==> config.mk <==
export PLATFORM = sky130hd
export DESIGN_NAME = gnr_step_ctrl
export DESIGN_NICKNAME = d
export VERILOG_FILES = /design/src/rtl/gnr_step_ctrl.sv
export SDC_FILE = /design/constraint.sdc
export NUM_CORES = 1
export LEC_CHECK = 0
export ABC_AREA = 1
export BUFFER_PORTS_ARGS = -buffer_cell sky130_fd_sc_hd__buf_2
export CAP_MARGIN = 0
export CORE_ASPECT_RATIO = 2
export CORE_UTILIZATION = 45
export DETAILED_ROUTE_END_ITERATION = 10
export PLACE_DENSITY_LB_ADDON = 0.25
export SETUP_SLACK_MARGIN = 0.3
export SLEW_MARGIN = 10
export SYNTH_ARGS = -nofsm -noshare
export SYNTH_HDL_FRONTEND = slang
export SYNTH_SLANG_ARGS = --single-unit
==> constraint.sdc <==
create_clock -name clk -period 1.8 [get_ports clk]
set_input_delay 0.27 -clock clk [delete_from_list [all_inputs] [get_ports clk]]
set_output_delay 0.27 -clock clk [all_outputs]
set_load 0.1 [all_outputs]
==> src/rtl/gnr_step_ctrl.sv <==
// Step sequencer for a bank of two-phase GNR nodes: load, N x (s0, s1, settle), capture.
// Optional fixed-point early exit is compiled in with `define GNR_FIXPT_DETECT_EN.
module gnr_step_ctrl #(
  parameter int unsigned NUM_NODES = 8,
  parameter int unsigned STEP_W    = 16
) (
  input  logic                 clk,
  input  logic                 rst,
  input  logic                 start,
  input  logic                 abort,
  input  logic [NUM_NODES-1:0] init_vec,
  input  logic [STEP_W-1:0]    num_steps,
  input  logic [NUM_NODES-1:0] node_s1,
  output logic                 reset_nos,
  output logic [NUM_NODES-1:0] init_state,
  output logic                 start_s0,
  output logic                 start_s1,
  output logic                 busy,
  output logic                 done,
  output logic [STEP_W-1:0]    steps_done,
  output logic [NUM_NODES-1:0] final_state,
  output logic                 fixpt
);

  typedef enum logic [2:0] {
    S_IDLE, S_LOAD, S_SETTLE, S_PH0, S_PH1, S_DONE
  } state_t;

  state_t               r_state, w_next;
  logic                 r_reset_nos, r_start_s0, r_start_s1, r_busy, r_done;
  logic [NUM_NODES-1:0] r_init_state, r_final_state;
  logic [STEP_W-1:0]    r_num_steps, r_steps_done;
`ifdef GNR_FIXPT_DETECT_EN
  logic [NUM_NODES-1:0] r_prev_s1;
  logic                 r_fixpt;
  logic                 w_early;
`endif

  always_comb begin
    w_next = r_state;
`ifdef GNR_FIXPT_DETECT_EN
    w_early = 1'b0;
`endif
    case (r_state)
      S_IDLE:   if (start) w_next = S_LOAD;
      S_LOAD:   w_next = S_SETTLE;
      S_SETTLE: begin
        if (r_steps_done == r_num_steps) w_next = S_DONE;
`ifdef GNR_FIXPT_DETECT_EN
        else if (r_steps_done != '0 && node_s1 == r_prev_s1) begin
          w_next  = S_DONE;
          w_early = 1'b1;
        end
`endif
        else w_next = S_PH0;
      end
      S_PH0:    w_next = S_PH1;
      S_PH1:    w_next = S_SETTLE;
      S_DONE:   w_next = S_IDLE;
      default:  w_next = S_IDLE;
    endcase
    if (abort && r_state != S_IDLE) begin
      w_next = S_IDLE;
`ifdef GNR_FIXPT_DETECT_EN
      w_early = 1'b0;
`endif
    end
  end

  // Strobes are registered from the next state so they line up exactly with r_state.
  always_ff @(posedge clk) begin
    if (rst) begin
      r_state       <= S_IDLE;
      r_reset_nos   <= 1'b0;
      r_start_s0    <= 1'b0;
      r_start_s1    <= 1'b0;
      r_busy        <= 1'b0;
      r_done        <= 1'b0;
      r_init_state  <= '0;
      r_num_steps   <= '0;
      r_steps_done  <= '0;
      r_final_state <= '0;
    end else begin
      r_state     <= w_next;
      r_reset_nos <= (w_next == S_LOAD);
      r_start_s0  <= (w_next == S_PH0);
      r_start_s1  <= (w_next == S_PH1);
      r_busy      <= (w_next != S_IDLE);
      r_done      <= (w_next == S_DONE);
      if (r_state == S_IDLE && start) begin
        r_init_state <= init_vec;
        r_num_steps  <= num_steps;
        r_steps_done <= '0;
      end
      // The s1 strobe already went out this cycle, so the step counts even if aborted.
      if (r_state == S_PH1) r_steps_done <= r_steps_done + STEP_W'(1);
      if (r_state == S_DONE && !abort) r_final_state <= node_s1;
    end
  end

`ifdef GNR_FIXPT_DETECT_EN
  always_ff @(posedge clk) begin
    if (rst) begin
      r_prev_s1 <= '0;
      r_fixpt   <= 1'b0;
    end else begin
      if (r_state == S_PH1) r_prev_s1 <= node_s1;
      if (r_state == S_IDLE && start) r_fixpt <= 1'b0;
      else if (w_early) r_fixpt <= 1'b1;
    end
  end
  assign fixpt = r_fixpt;
`else
  assign fixpt = 1'b0;
`endif

  assign reset_nos   = r_reset_nos;
  assign start_s0    = r_start_s0;
  assign start_s1    = r_start_s1;
  assign busy        = r_busy;
  assign done        = r_done;
  assign init_state  = r_init_state;
  assign steps_done  = r_steps_done;
  assign final_state = r_final_state;

endmodule

==> implementation parameters <==
Parameter                              Value

Clock tree
  Maximum count of clock buffers along a single path ... 2
  Cell at the root of the clock tree ... sky130_fd_sc_hd__clkbuf_8
  Total clock buffers created by CTS ... 5
  Clock tree from TritonCTS ... yes
  Clock latency on the worst-skew pair ... 0.33 ns
  CTS H-tree depth ... 2
  Clock-pin slew on the worst setup and hold paths ... 0.10 ns
  Clock sinks ... 56

Global route
  First-pass GRT wire length ... 10.2 mm
  Number of global-route vias before repair ... 2,379
  Global-route usage over all layers ... 0.214
  Sum of overflow across all layers after global routing ... 0
  Initial antenna violation count ... 0
  Pin count of the biggest net entering global routing ... 24

Placed design
  Placer congestion estimate ... slightly above 0.8
  Dpl hpwl ... 4.61 mm
  Number of port buffers ... 72
  DP Worst Slack ... 0.290 ns

Power and ir drop
  Power share of the clock group ... 0.265
  Power per standard cell area ... 774 nW/um^2
  Portion of total power attributed to sequential cells ... 0.507
  Leakage power summed over all cells ... 1.55 nW
  Internal Pwr Total ... ~1.7 mW
  Switching Share ... 0.341
  Worst vdd rail ir drop ... 0.650 mV
  Comb power frac ... 0.228
  Reported net switching power ... 890 uW

Setup path
  Crit path launch type ... register
  Depth of the most critical reg-to-reg path ... 9
  Setup slack on the worst flop-to-flop path ... 0.31 ns
  Required time of the critical path ... 1.53 ns
  Arrival time worst endpoint ... about 1.3 ns
  Source of the worst register-to-register timing path ... steps_done[0]$_SDFFE_PP0P_
  Reg2reg end ... steps_done[10]$_SDFFE_PP0P_
  Endpoint kind of the worst setup timing path ... output pin
  Maximum fanout along the worst path ... 7
  Crit Path Category ... register to output pin
  Worst setup path start ... steps_done[11]$_SDFFE_PP0P_

STA
  Final slew viol count ... 0
  Hold Slack ... 0.166 ns
  Final sum of negative setup slack ... 0 ns
  Fraction of the cycle the final worst path needs ... 0.852
  Final-report hold violation count ... 0
  Worst clock skew ... 0.0131 ns
  Final critical path time including I/O delays and setup ... 1.53 ns
  Peak Freq ... 652 MHz
  Unrepaired setup endpoints after global routing ... true
  Finish-stage setup viols ... 0
  Final worst-path setup slack ... roughly 0.27 ns

Die
  Placement Rows ... 38
  Die X ... 55.5 um
  Count of boundary I/O pins ... 74
  Initial core utilization ... 0.471
  Vertical extent of the die ... 109 um
  Placeable core region ... 5470 um^2
  Area of the die ... 6040 um^2

Drt
  Via-to-Cell Ratio ... around 5
  Final antenna-violating net count ... 0
  DRC violation count after routing ... 0
  Highest routed layer ... met4
  Total routed wirelength ... 6.49 mm
  Total number of vias ... ~2,600
  Met2 Routed Length ... 3.51 mm
  Number of iterations in the first detailed-routing pass ... 4
  Violation count after the first detailed-routing iteration ... 72
  Wirelength per Cell ... 12.6 um
  M1 WL ... 2.48 mm
  Detailed route wirelength on metal3 ... 300 um

Worst hold path
  Startpoint of the tightest hold check path ... init_vec[7]
  Number of instances on the worst hold path ... 3
  Worst hold path type ... input port to register
  Endpoint, Worst Hold ... init_state[7]$_SDFFE_PP0P_

Synth
  Synthesized flop and latch total ... 56
  Synth cell types ... 32
  Leading area contributor after synthesis ... sky130_fd_sc_hd__dfxtp_1
  Sequential area share after synthesis ... 0.436
  Fraction of synthesized cell area taken by the top area cell type ... 0.436
  Most area-consuming cells after synthesis ... sky130_fd_sc_hd__dfxtp_1, sky130_fd_sc_hd__nand2_1, sky130_fd_sc_hd__nor2_1, sky130_fd_sc_hd__o21ai_0, sky130_fd_sc_hd__inv_1
  Post-Syn Nets ... 407
  Number of synthesis warnings ... 0
  Syn_area_per_cell ... 6.96 um^2
  Post-synthesis cell count ... 370
  Syn Std Cell Area ... between 2000 and 3000 um^2

Finish
  Ant. Diodes ... 0
  Layout fillers ... 507
  Number of nets in the final layout ... 491
  Signed area change from the synthesized netlist to the final layout ... 31.3%
  Layout cell share with drive strength beyond 1 ... 0.385
  Layout Utilization ... 0.618

Run status
  Outcome ... completed

Run
  Max Cap Viol ... 0
## per-layer routing
| layer | GRT usage | vias up |
|---|---|---|
| met3 | 0.0403 | 16 |
| met4 | 0.121 | 0 |
| met5 | 0 | - |
| met2 | 0.411 | 85 |
| li1 | - | 1349 |
| met1 | 0.210 | 1184 |
## power by group through the flow
| stage | Sequential [mW] | Combinational [mW] | Clock [mW] |
|---|---|---|---|
| after floorplan | 1.54 | 0.254 | 0 |
| after global placement | 1.35 | 0.564 | 0 |
| after detailed placement | 1.35 | 0.571 | 0 |
| after CTS | 1.32 | 0.581 | 0.716 |
| after global routing | 1.33 | 0.646 | 0.757 |
| final | 1.32 | 0.596 | 0.692 |
## through the flow
step                cell area [um^2]  std cells  total power, mW
global placement                3040        494             1.91
detailed placement              3040        494             1.92
finish                          3380        515             2.61
floorplan                       2650        370             1.79
global route                    3380        515             2.74
CTS                             3140        503             2.62
## repair_timing
action / 4_1_cts / 5_1_grt
buffers inserted: 1 / 12
hold buffers: 0 / 0
gates resized for setup: 2 / 60
endpoints found under the hold margin: 0 / 0
pin swaps: 1 / 26
endpoints found under the setup margin: 3 / 34
## worst max-delay path, cell delays in order, from the launching register on
cell and delay [ns]:
sky130_fd_sc_hd__dfxtp_4 0.40, sky130_fd_sc_hd__buf_4 0.12, sky130_fd_sc_hd__buf_2 0.41
## cell usage in the layout, fill, tap and decap left out, drive strengths merged
master,synthesis,routed
inv,48,49
a21oi,25,25
a211oi,4,4
nand3,9,9
o211ai,1,1
o21ai,42,42
clkbuf,9,6
dfxtp,56,56
buf,4,91
clkinv,0,1
ha,1,1
nor3b,1,1
conb,1,1
nor2,63,63
a221oi,3,3
nor3,8,8
a311oi,1,1
nand4,3,3
a22oi,1,1
nand2,89,89
## registers in the layout (all words and copies together) (netlist names)
name         cells
start_s1         1
steps_done      16
init_state       8
final_state      8
r_num_steps     16
done             1
r_state          3
busy             1
reset_nos        1
start_s0         1
## area by class of cell
type / count / area, um^2 / area share
multi-input cells: 252 / 1320 / 0.390
clock buffers: 6 / 72.6 / 0.0215
well taps: 60 / 75.1 / 0.0222
inverters: 48 / 198 / 0.0585
clock inverters: 2 / 11.3 / 0.00333
repair buffers: 91 / 515 / 0.153
flip-flops and latches: 56 / 1190 / 0.352
## synthesized netlist by cell type
master                     count
sky130_fd_sc_hd__nand2_1      88
sky130_fd_sc_hd__nor2_1       57
sky130_fd_sc_hd__dfxtp_1      56
sky130_fd_sc_hd__inv_1        46
sky130_fd_sc_hd__o21ai_0      41
sky130_fd_sc_hd__a21oi_1      24
sky130_fd_sc_hd__nand3_1       7
sky130_fd_sc_hd__clkbuf_1      6
sky130_fd_sc_hd__nor3_1        6
sky130_fd_sc_hd__a211oi_1      4
sky130_fd_sc_hd__a221oi_1      3
sky130_fd_sc_hd__nand4_1       3
sky130_fd_sc_hd__nor2_2        3
sky130_fd_sc_hd__nor2_4        3
sky130_fd_sc_hd__buf_2         2
sky130_fd_sc_hd__clkbuf_8      2
sky130_fd_sc_hd__inv_2         2
sky130_fd_sc_hd__nand3_2       2
sky130_fd_sc_hd__nor3_2        2
sky130_fd_sc_hd__a21oi_2       1
sky130_fd_sc_hd__a22oi_1       1
sky130_fd_sc_hd__a311oi_1      1
sky130_fd_sc_hd__buf_4         1
sky130_fd_sc_hd__buf_6         1
sky130_fd_sc_hd__bufbuf_8      1
sky130_fd_sc_hd__clkbuf_2      1
sky130_fd_sc_hd__conb_1        1
sky130_fd_sc_hd__ha_1          1
sky130_fd_sc_hd__nand2_2       1
sky130_fd_sc_hd__nor3b_1       1
sky130_fd_sc_hd__o211ai_1      1
sky130_fd_sc_hd__o21ai_1       1
## cell families after synthesis
family,Yosys count,synth area share
and+or+nand+nor,173,0.285
DFF,56,0.436
adders and majority gates,1,0.00486
buffers and inverters,62,0.110
AOI/OAI and AO/OA,77,0.163
other,1,0.00146
## worst max path at each step
stage | depth (start not counted) | slack (ns) | endpoint
finish | 2 | 0.27 | steps_done[11]
floorplan | 8 | 0.22 | steps_done[12]$_SDFFE_PP0P_
CTS | 13 | 0.31 | busy$_SDFF_PP0_
global route | 9 | 0.21 | steps_done[10]$_SDFFE_PP0P_
global placement | 13 | 0.33 | busy$_SDFF_PP0_
detailed placement | 13 | 0.29 | busy$_SDFF_PP0_
Note: power is estimated with default switching activity, not from simulation.
